[src/rtl/reg_cmd_master.sv]
// rtl/reg_cmd_master.sv - register-access command initiator: packet out, single-byte reply in
module reg_cmd_master #(
    parameter logic [7:0] MAGIC   = 8'hAA,
    parameter int         TIMEOUT = 255
) (
    input  logic       clk,
    input  logic       reset_n,
    input  logic       req_valid,
    output logic       req_ready,
    input  logic       req_write,
    input  logic [7:0] req_addr,
    input  logic [7:0] req_data,
    output logic [7:0] cmd_out,
    output logic       cmd_wr,
    input  logic       cmd_ready,
    input  logic [7:0] reply_in,
    input  logic       reply_rdy,
    input  logic       reply_end,
    output logic       reply_ack,
    output logic       resp_valid,
    output logic [7:0] resp_data,
    output logic       resp_err
);

    typedef enum logic [2:0] {
        S_IDLE,
        S_MAGIC,
        S_TYPE,
        S_ADDR,
        S_DATA,
        S_WAIT,
        S_ACK,
        S_DONE
    } state_t;

    localparam logic [7:0] TO_LIM = 8'(TIMEOUT);

    state_t     state;
    logic       byte_active;
    logic       write_q;
    logic [7:0] addr_q;
    logic [7:0] data_q;
    logic [7:0] reply_q;
    logic       end_q;
    logic [7:0] wait_cnt;
    logic [7:0] wait_cnt_inc;

    // A byte is only strobed in a cycle the downstream can take it, so the
    // strobe is the registered "byte pending" flag qualified by cmd_ready.
    assign cmd_wr = byte_active & cmd_ready;

    // Saturating increment: the counter parks at 8'hFF instead of wrapping.
    assign wait_cnt_inc = (wait_cnt == 8'hFF) ? wait_cnt : wait_cnt + 8'd1;

    // Packet sequencer, reply collection and response generation.
    always_ff @(posedge clk or negedge reset_n) begin
        if (!reset_n) begin
            state       <= S_IDLE;
            req_ready   <= 1'b1;
            byte_active <= 1'b0;
            cmd_out     <= 8'h00;
            reply_ack   <= 1'b0;
            resp_valid  <= 1'b0;
            resp_data   <= 8'h00;
            resp_err    <= 1'b0;
            write_q     <= 1'b0;
            addr_q      <= 8'h00;
            data_q      <= 8'h00;
            reply_q     <= 8'h00;
            end_q       <= 1'b0;
            wait_cnt    <= 8'h00;
        end else begin
            case (state)
                S_IDLE: begin
                    if (req_valid && req_ready) begin
                        write_q     <= req_write;
                        addr_q      <= req_addr;
                        data_q      <= req_data;
                        req_ready   <= 1'b0;
                        byte_active <= 1'b1;
                        cmd_out     <= MAGIC;
                        state       <= S_MAGIC;
                    end
                end
                S_MAGIC: begin
                    if (cmd_ready) begin
                        cmd_out <= {7'b0, write_q};
                        state   <= S_TYPE;
                    end
                end
                S_TYPE: begin
                    if (cmd_ready) begin
                        cmd_out <= addr_q;
                        state   <= S_ADDR;
                    end
                end
                S_ADDR: begin
                    if (cmd_ready) begin
                        cmd_out <= data_q;
                        state   <= S_DATA;
                    end
                end
                S_DATA: begin
                    if (cmd_ready) begin
                        byte_active <= 1'b0;
                        cmd_out     <= 8'h00;
                        wait_cnt    <= 8'h00;
                        state       <= S_WAIT;
                    end
                end
                S_WAIT: begin
                    wait_cnt <= wait_cnt_inc;
                    if (reply_rdy) begin
                        reply_q   <= reply_in;
                        end_q     <= reply_end;
                        reply_ack <= 1'b1;
                        state     <= S_ACK;
                    end else if (wait_cnt_inc == TO_LIM) begin
                        // No reply in time: report an error with no data, never ack.
                        resp_valid <= 1'b1;
                        resp_err   <= 1'b1;
                        resp_data  <= 8'h00;
                        state      <= S_DONE;
                    end
                end
                S_ACK: begin
                    // reply_rdy is not looked at here, so a held reply is taken once.
                    reply_ack  <= 1'b0;
                    resp_valid <= 1'b1;
                    resp_data  <= reply_q;
                    resp_err   <= ~end_q;
                    state      <= S_DONE;
                end
                S_DONE: begin
                    resp_valid <= 1'b0;
                    resp_err   <= 1'b0;
                    req_ready  <= 1'b1;
                    state      <= S_IDLE;
                end
                default: begin
                    state       <= S_IDLE;
                    req_ready   <= 1'b1;
                    byte_active <= 1'b0;
                end
            endcase
        end
    end

endmodule

[config.mk]
export PLATFORM = sky130hd
export DESIGN_NAME = reg_cmd_master
export DESIGN_NICKNAME = d
export VERILOG_FILES = /design/src/rtl/reg_cmd_master.sv
export SDC_FILE = /design/constraint.sdc
export NUM_CORES = 1
export LEC_CHECK = 0
export ABC_AREA = 1
export BUFFER_PORTS_ARGS = -buffer_cell sky130_fd_sc_hd__buf_4
export CORE_MARGIN = 5
export CORE_UTILIZATION = 50
export DETAILED_ROUTE_END_ITERATION = 8
export PLACE_DENSITY = 0.8
export SETUP_SLACK_MARGIN = 0.15
export SYNTH_ARGS = -nofsm -noshare
export SYNTH_HDL_FRONTEND = slang
export SYNTH_SLANG_ARGS = --single-unit
[constraint.sdc]
create_clock -name clk -period 2.6 [get_ports clk]
set_input_delay 0.39 -clock clk [delete_from_list [all_inputs] [get_ports clk]]
set_output_delay 0.39 -clock clk [all_outputs]
set_load 0.02 [all_outputs]
==> impl_metrics.json, run 1 <==
{
  "start_kind": "flop",
  "postSynthAreaPerCell_sq_um": 7.77,
  "setup_tns_ps": 0,
  "drc_errors": 0,
  "min_path_type": "in2async",
  "grt_first_pass_wirelength_um": 10700,
  "layout_commonest_cell": "nand2_1",
  "leakagePower_nw": 1.88,
  "crit_type": "reg2reg",
  "cts_hold_buf": 0,
  "htreeDepth": 3,
  "syn_inst": 367,
  "yosys_warnings": 0,
  "drt_wl_total_um": 6100,
  "core-area_sq_um": 5540,
  "final_cell_mix": "nand2_1 (146), dfrtp_1 (57), buf_4 (53)",
  "rsz0062_at_grt": "false",
  "final_area_sq_um": 3470,
  "regToRegEndpoint": "cmd_out[5]$_DFFE_PN0P_",
  "cts_tree": "yes",
  "place_inst": 482,
  "dr_total_vias": 2476,
  "numCtsBuffers": 9,
  "final_antenna_net_count": 0,
  "fmax_ghz": 0.476,
  "vdd_drop_max_mv": 0.561,
  "numPortBuffers": 51,
  "hold_violations": 0,
  "synth_area_sq_um": 2850,
  "std_cell_rows": 27,
  "syn-num-nets": 403,
  "r2r_setup_slack_ps": 500,
  "vias_per_cell": 4.97,
  "cap_violations": 0,
  "tightest_slew_ps": 721,
  "endpoint_kind": "flop",
  "cp_slowest_cell": "dfrtp_1",
  "antenna_found_initial": 0,
  "cp_max_fo": 11,
  "die-area_sq_um": 7310,
  "status": "complete, no violations",
  "cp_slowest_stage_delay_ps": 430,
  "n_antenna_cell": 0,
  "cts_max_path_buffers": 2,
  "path_clk_slew_ps": 60,
  "relSlewSlack": 0.517,
  "die-height_um": 85.5,
  "die_x_um": 85.5,
  "skew_ps": 4.57,
  "fin_crit_ps": 2100,
  "reg2regPathDepth": 11,
  "gr-total-overflow": 0,
  "dr.pass1.iters": 4,
  "synth_top_area_share": 0.500,
  "final_max_slew_viol_count": 0,
  "min_period_over_period": 0.807,
  "fillers": 494,
  "required_ps": 2870,
  "post_cts_buffers": 0,
  "clkSinkCount": 58,
  "globalplace.congestion": 0.936,
  "fin_hold_ws_ps": 109,
  "wire_per_inst_um": 12.3,
  "p_per_area_nw_per_um2": 1100,
  "preCtsSetupSlack_ps": 380,
  "path_cells": "inv_1 -> ha_1 -> inv_1 -> nor2_1 -> nor3_2 -> nand2_2 -> a22oi_4 -> nand2_2 -> inv_1 -> nand2_1 -> nand2_1",
  "ys_ff_latch": 58,
  "yosysUniqueCellTypes": 27,
  "grt_usage": 0.184,
  "setup_viol": 0,
  "r2r_start": "state[1]$_DFFE_PN0P_",
  "areaGrowthSynthToFinish_pct": 21.6,
  "final_cells": 498,
  "seq_area_frac_synth": 0.510,
  "finalWorstSetupSlack_ps": 501,
  "nets": 457,
  "ios": 52,
  "cts_root_buf": "clkbuf_8",
  "grt_max_degree": 59,
  "hpwl_um": 4600,
  "synthTopCellsByArea": "dfrtp_1 (50%), nand2_1 (19%), nand3_1 (5.8%)",
  "start_util": 0.514,
  "drtIter0Drc": 144,
  "drive_gt1_frac": 0.188,
  "worstSkewPairLatency_ps": 330,
  "cpMostUsedCell": "inv_1",
  "first_global_vias": 2391,
  "cp.arrival_ps": 2370,
  "place_area_sq_um": 3280,
  "synth_top_area_cell": "dfrtp_1"
}
==> sequential cells by signal, indices dropped and copies added, names as in the netlist <==
name / count
state: 3
cmd_out: 8
resp_data: 8
resp_valid: 1
addr_q: 8
wait_cnt: 8
data_q: 8
reply_ack: 1
end_q: 1
byte_active: 1
resp_err: 1
reply_q: 8
req_ready: 1
write_q: 1
==> synth_stat cells <==
library cell / count
o21ai_0: 31
ha_1: 5
clkbuf_1: 4
nor2_4: 1
nor2_2: 2
nor3_2: 2
a21oi_1: 2
nand2_4: 1
inv_1: 36
nor2_1: 20
buf_6: 1
xnor2_1: 1
buf_4: 1
o22ai_1: 5
nand2_2: 2
nand4_1: 3
nand2_1: 147
inv_2: 2
nand3_1: 33
clkbuf_2: 1
dfstp_2: 1
o21ai_1: 2
a22oi_4: 1
clkinv_1: 1
dfrtp_1: 57
nand3_2: 2
buf_2: 3
==> routing by layer <==
metal	global-route usage	vias to the layer above	part of all wire
li1	-	1264	-
met1	0.252	1149	0.48
met2	0.275	48	0.46
met3	0.0432	15	0.043
met4	0.0863	0	0.018
met5	0	-	0
==> logic make-up (layout without fill, tap and decap cells) <==
| family | Yosys count | count (layout) | synth area share |
|---|---|---|---|
| xor gates and xnor gates | 1 | 1 | 0.00307 |
| buffers and inverters | 49 | 108 | 0.0702 |
| and+or+nand+nor | 213 | 213 | 0.315 |
| DFF | 58 | 58 | 0.510 |
| AOI/OAI and AO/OA | 41 | 41 | 0.0799 |
| adders and majority gates | 5 | 5 | 0.0219 |
==> what timing repair did <==
action / in CTS / in global routing
resized for setup: 0 / 1
endpoints found under the setup margin: 0 / 5
hold endpoints to repair: 0 / 0
==> metrics by stage <==
stage	total power (W)	utilization
after CTS	0.00382	0.625
after global routing	0.00411	0.626
after floorplan	0.00252	-
after global placement	0.00298	0.593
final	0.00380	0.626
after detailed placement	0.00304	0.593
==> worst max-delay path, delay by kind of cell, from the launching register on <==
kind                     cells  cell delay [ps]
buffers and inverters        3              400
AND/OR/NAND/NOR              6              770
AO/OA/AOI/OAI                1              210
adder cells (fa/ha/maj)      1              220
flip-flops                   1              430
==> final cells by class <==
class / count / area, sq um / share of cell area
Sequential cell: 58 / 1450 / 0.419
Multi-Input combinational cell: 260 / 1200 / 0.346
Timing Repair Buffer: 53 / 398 / 0.115
Inverter: 39 / 146 / 0.0422
Clock buffer: 13 / 139 / 0.0401
Tap cell: 72 / 90.1 / 0.0260
Clock inverter: 3 / 40.0 / 0.0116
==> how the worst max path moves through the flow <==
| stage | start | end | slack [ps] | depth (start not counted) |
|---|---|---|---|---|
| 3_5_place_dp | state[1]$_DFFE_PN0P_ | cmd_out[5]$_DFFE_PN0P_ | 380 | 11 |
| 6_report | state[1]$_DFFE_PN0P_ | cmd_out[5]$_DFFE_PN0P_ | 500 | 11 |
| 2_1_floorplan | state[1]$_DFFE_PN0P_ | cmd_out[1]$_DFFE_PN0P_ | 820 | 11 |
| 5_1_grt | state[1]$_DFFE_PN0P_ | cmd_out[6]$_DFFE_PN0P_ | 250 | 11 |
| 4_1_cts | state[1]$_DFFE_PN0P_ | cmd_out[5]$_DFFE_PN0P_ | 390 | 11 |
| 3_3_place_gp | state[1]$_DFFE_PN0P_ | cmd_out[5]$_DFFE_PN0P_ | 580 | 11 |
==> power by group <==
part	internal [W]	switching, W	total (W)
clock	0.000441	0.000332	0.000772
combinational	0.000563	0.000991	0.00155
sequential	0.00126	0.000205	0.00147
Note: power is estimated with default switching activity, not from simulation.
==> run 2: changes to the inputs <==
ABC_AREA = 0   (was 1)
PLACE_DENSITY = 0.83   (was 0.8)
clock period = 1.71 ns   (was 2.6 ns; I/O delays follow)
==> run 2 against run 1 <==
Effect of this change:
- setup slack worse by 920 ps
- core utilization up 14 points
- the flow now finishes with violations (setup timing)
- clock skew up 4.0 ps
- final cell count down 16%
- global-route usage up 3.9 points
- synthesized cell count down 36%
- power up 120%
- non-clock buffer count up 53
- die area down 2.6%
- hold slack better by 30 ps
- combinational power rose to 2.8 times the previous value
- first-iteration DRC count up 23%
==> impl_metrics.json, run 2 <==
{
  "status": "finished, violations left",
  "violations": "setup timing",
  "fin_hold_ws_ps": 139,
  "first_global_vias": 2541,
  "yosys_warnings": 0,
  "cp.arrival_ps": 2360,
  "worstSkewPairLatency_ps": 340,
  "antenna_found_initial": 0,
  "hold_violations": 0,
  "drive_gt1_frac": 0.559,
  "synth_xor_area_frac": 0,
  "synth_area_sq_um": 2770,
  "die-height_um": 84.4,
  "grt_max_degree": 42,
  "grt_first_pass_wirelength_um": 12400,
  "endpoint_kind": "flop",
  "layout_commonest_cell": "buf_4",
  "cp_max_fo": 6,
  "rsz0062_at_grt": "true",
  "n_antenna_cell": 0,
  "cap_violations": 0,
  "dr_total_vias": 2465,
  "min_period_over_period": 1.25,
  "ios": 52,
  "ys_ff_latch": 58,
  "min_path_type": "in2reg",
  "finalWorstSetupSlack_ps": -424,
  "hpwl_um": 4910,
  "numCtsBuffers": 9,
  "final_area_sq_um": 4170,
  "vias_per_cell": 5.88,
  "relSlewSlack": 0.804,
  "syn_inst": 235,
  "dr.pass1.iters": 5,
  "gr-total-overflow": 0,
  "die-area_sq_um": 7120,
  "place_area_sq_um": 3610,
  "drc_errors": 0,
  "ys.flop_type": "dfrtp_1",
  "core-area_sq_um": 5440,
  "areaGrowthSynthToFinish_pct": 50.8,
  "path_clk_slew_ps": 70,
  "setup_viol": 45,
  "leakagePower_nw": 1.89,
  "wire_per_inst_um": 19.6,
  "synth_fa_ha_area_frac": 0.0226,
  "final_cell_mix": "buf_4 (90), dfrtp_1 (56), mux2_2 (28)",
  "p_per_area_nw_per_um2": 1980,
  "final_antenna_net_count": 0,
  "crit_type": "reg2reg",
  "start_kind": "flop",
  "async_flop_share": 1.00,
  "skew_ps": 8.59,
  "tightest_slew_ps": 294,
  "yosysUniqueCellTypes": 47,
  "postSynthAreaPerCell_sq_um": 11.8,
  "synthTopCellsByArea": "dfrtp_1 (52%), mux2_2 (12%), a21oi_1 (2.7%)",
  "grt_usage": 0.223,
  "synth_top_area_share": 0.515,
  "synth-edff-count": 0,
  "vdd_drop_max_mv": 1.22,
  "start_util": 0.509,
  "fin_crit_ps": 2130,
  "fmax_ghz": 0.469,
  "synth_top_family_by_area": "compound AO/OA/AOI/OAI gates",
  "yosysMostFrequentCell": "dfrtp_1",
  "nets": 379,
  "drtIter0Drc": 177,
  "cts_root_buf": "clkbuf_8",
  "final_max_slew_viol_count": 0,
  "synth_common_cells": "dfrtp_1 (57), mux2_2 (29), nand2_1 (19), a21oi_1 (15)",
  "clkSinkCount": 58,
  "globalplace.congestion": 0.826,
  "synthSimpleGateAreaFrac": 0.103,
  "synth_compound_area_frac": 0.168,
  "yosys-mux-area-fraction": 0.149,
  "std_cell_rows": 27,
  "numPortBuffers": 51,
  "syn-num-nets": 271,
  "drt_wl_total_um": 8220,
  "seq_area_frac_synth": 0.525,
  "die_x_um": 84.4,
  "cts_tree": "yes",
  "synth_top_area_cell": "dfrtp_1",
  "required_ps": 1940,
  "htreeDepth": 3,
  "cts_max_path_buffers": 2
}
-- run 2: cell count changes after synthesis, moves of 4 or more --
cell | previous run | this run
o22ai_1 | 5 | 1
nor3_1 | 0 | 4
a22o_1 | 0 | 8
inv_1 | 36 | 6
nand3_1 | 33 | 6
mux2_2 | 0 | 29
a31oi_1 | 0 | 4
nand2_1 | 147 | 19
nor2_1 | 20 | 9
o21ai_0 | 31 | 9
mux2_4 | 0 | 5
a21oi_1 | 2 | 15
a221o_1 | 0 | 4
-- run 2: final timing paths --
path / endpoint / slack (ps) / cells after the start / start
worst max register to register: cmd_out[1]$_DFFE_PN0P_ / -420 / 6 / state[1]$_DFFE_PN0P_
worst min register to register: byte_active$_DFFE_PN0P_ / 490 / 2 / byte_active$_DFFE_PN0P_
worst min-delay path: addr_q[4]$_DFFE_PN0P_ / 140 / 2 / req_addr[4]
worst max-delay path: cmd_out[1]$_DFFE_PN0P_ / -420 / 6 / state[1]$_DFFE_PN0P_
max in group asynchronous: req_ready$_DFFE_PN1P_ / 830 / 3 / reset_n
min in group asynchronous: reply_ack$_DFFE_PN0P_ / 330 / 2 / reset_n
-- run 2: stage by stage --
step / total power (W) / cells / utilization / TNS (ps) / setup slack [ps]
2_1_floorplan: 0.00468 / 235 / - / -3950 / -508
3_3_place_gp: 0.00576 / 385 / 0.664 / -7290 / -335
3_5_place_dp: 0.00594 / 385 / 0.664 / -9090 / -401
4_1_cts: 0.00780 / 411 / 0.746 / -5440 / -398
5_1_grt: 0.00867 / 419 / 0.767 / -9560 / -468
6_report: 0.00825 / 419 / 0.767 / -7400 / -424
-- run 2: metal layers --
layer | routed length (um) | vias to the layer above | GRT usage
met3 | 466 | 37 | 0.0677
met5 | 0 | - | 0
met2 | 4190 | 120 | 0.362
met1 | 3220 | 1208 | 0.262
li1 | - | 1100 | -
met4 | 340 | 0 | 0.129
-- run 2: where the power goes --
part	total (W)	leakage, nW	internal [W]	switching, W
registers	0.00244	0.712	0.00200	0.000443
clock network	0.00147	0.108	0.000892	0.000576
logic	0.00434	1.07	0.00231	0.00203
total	0.00825	1.89	0.00520	0.00305
-- run 2: logic make-up (layout without fill, tap and decap cells) --
group | after synthesis | after routing
and+or+nand+nor | 56 | 59
DFF | 58 | 58
buffers and inverters | 19 | 127
AOI/OAI and AO/OA | 62 | 63
adders and majority gates | 5 | 5
muxes | 35 | 35
-- run 2: cell type report --
| class | count | area [sq um] |
|---|---|---|
| Multi-Input combinational cell | 162 | 1510 |
| Tap cell | 72 | 90.1 |
| Inverter | 6 | 22.5 |
| Clock buffer | 11 | 151 |
| Timing Repair Buffer | 106 | 872 |
| Clock inverter | 4 | 75.1 |
| Fill cell | 326 | 1270 |
| Sequential cell | 58 | 1450 |
-- run 2: timing repair --
item	in CTS	in global routing
hold buffers	1	0
pin swaps	7	4
hold endpoints to repair	17	0
cloned	4	0
buffers inserted	6	8
gates resized for setup	29	12
endpoints found under the setup margin	57	48
-- run 2: worst max-delay path, stage by stage (launching register included) --
cell and delay, ps:
dfrtp_1 440, ha_2 210, or4_4 550, o21ai_4 100, a2bb2oi_4 190, and2_4 220
mux2_4 310
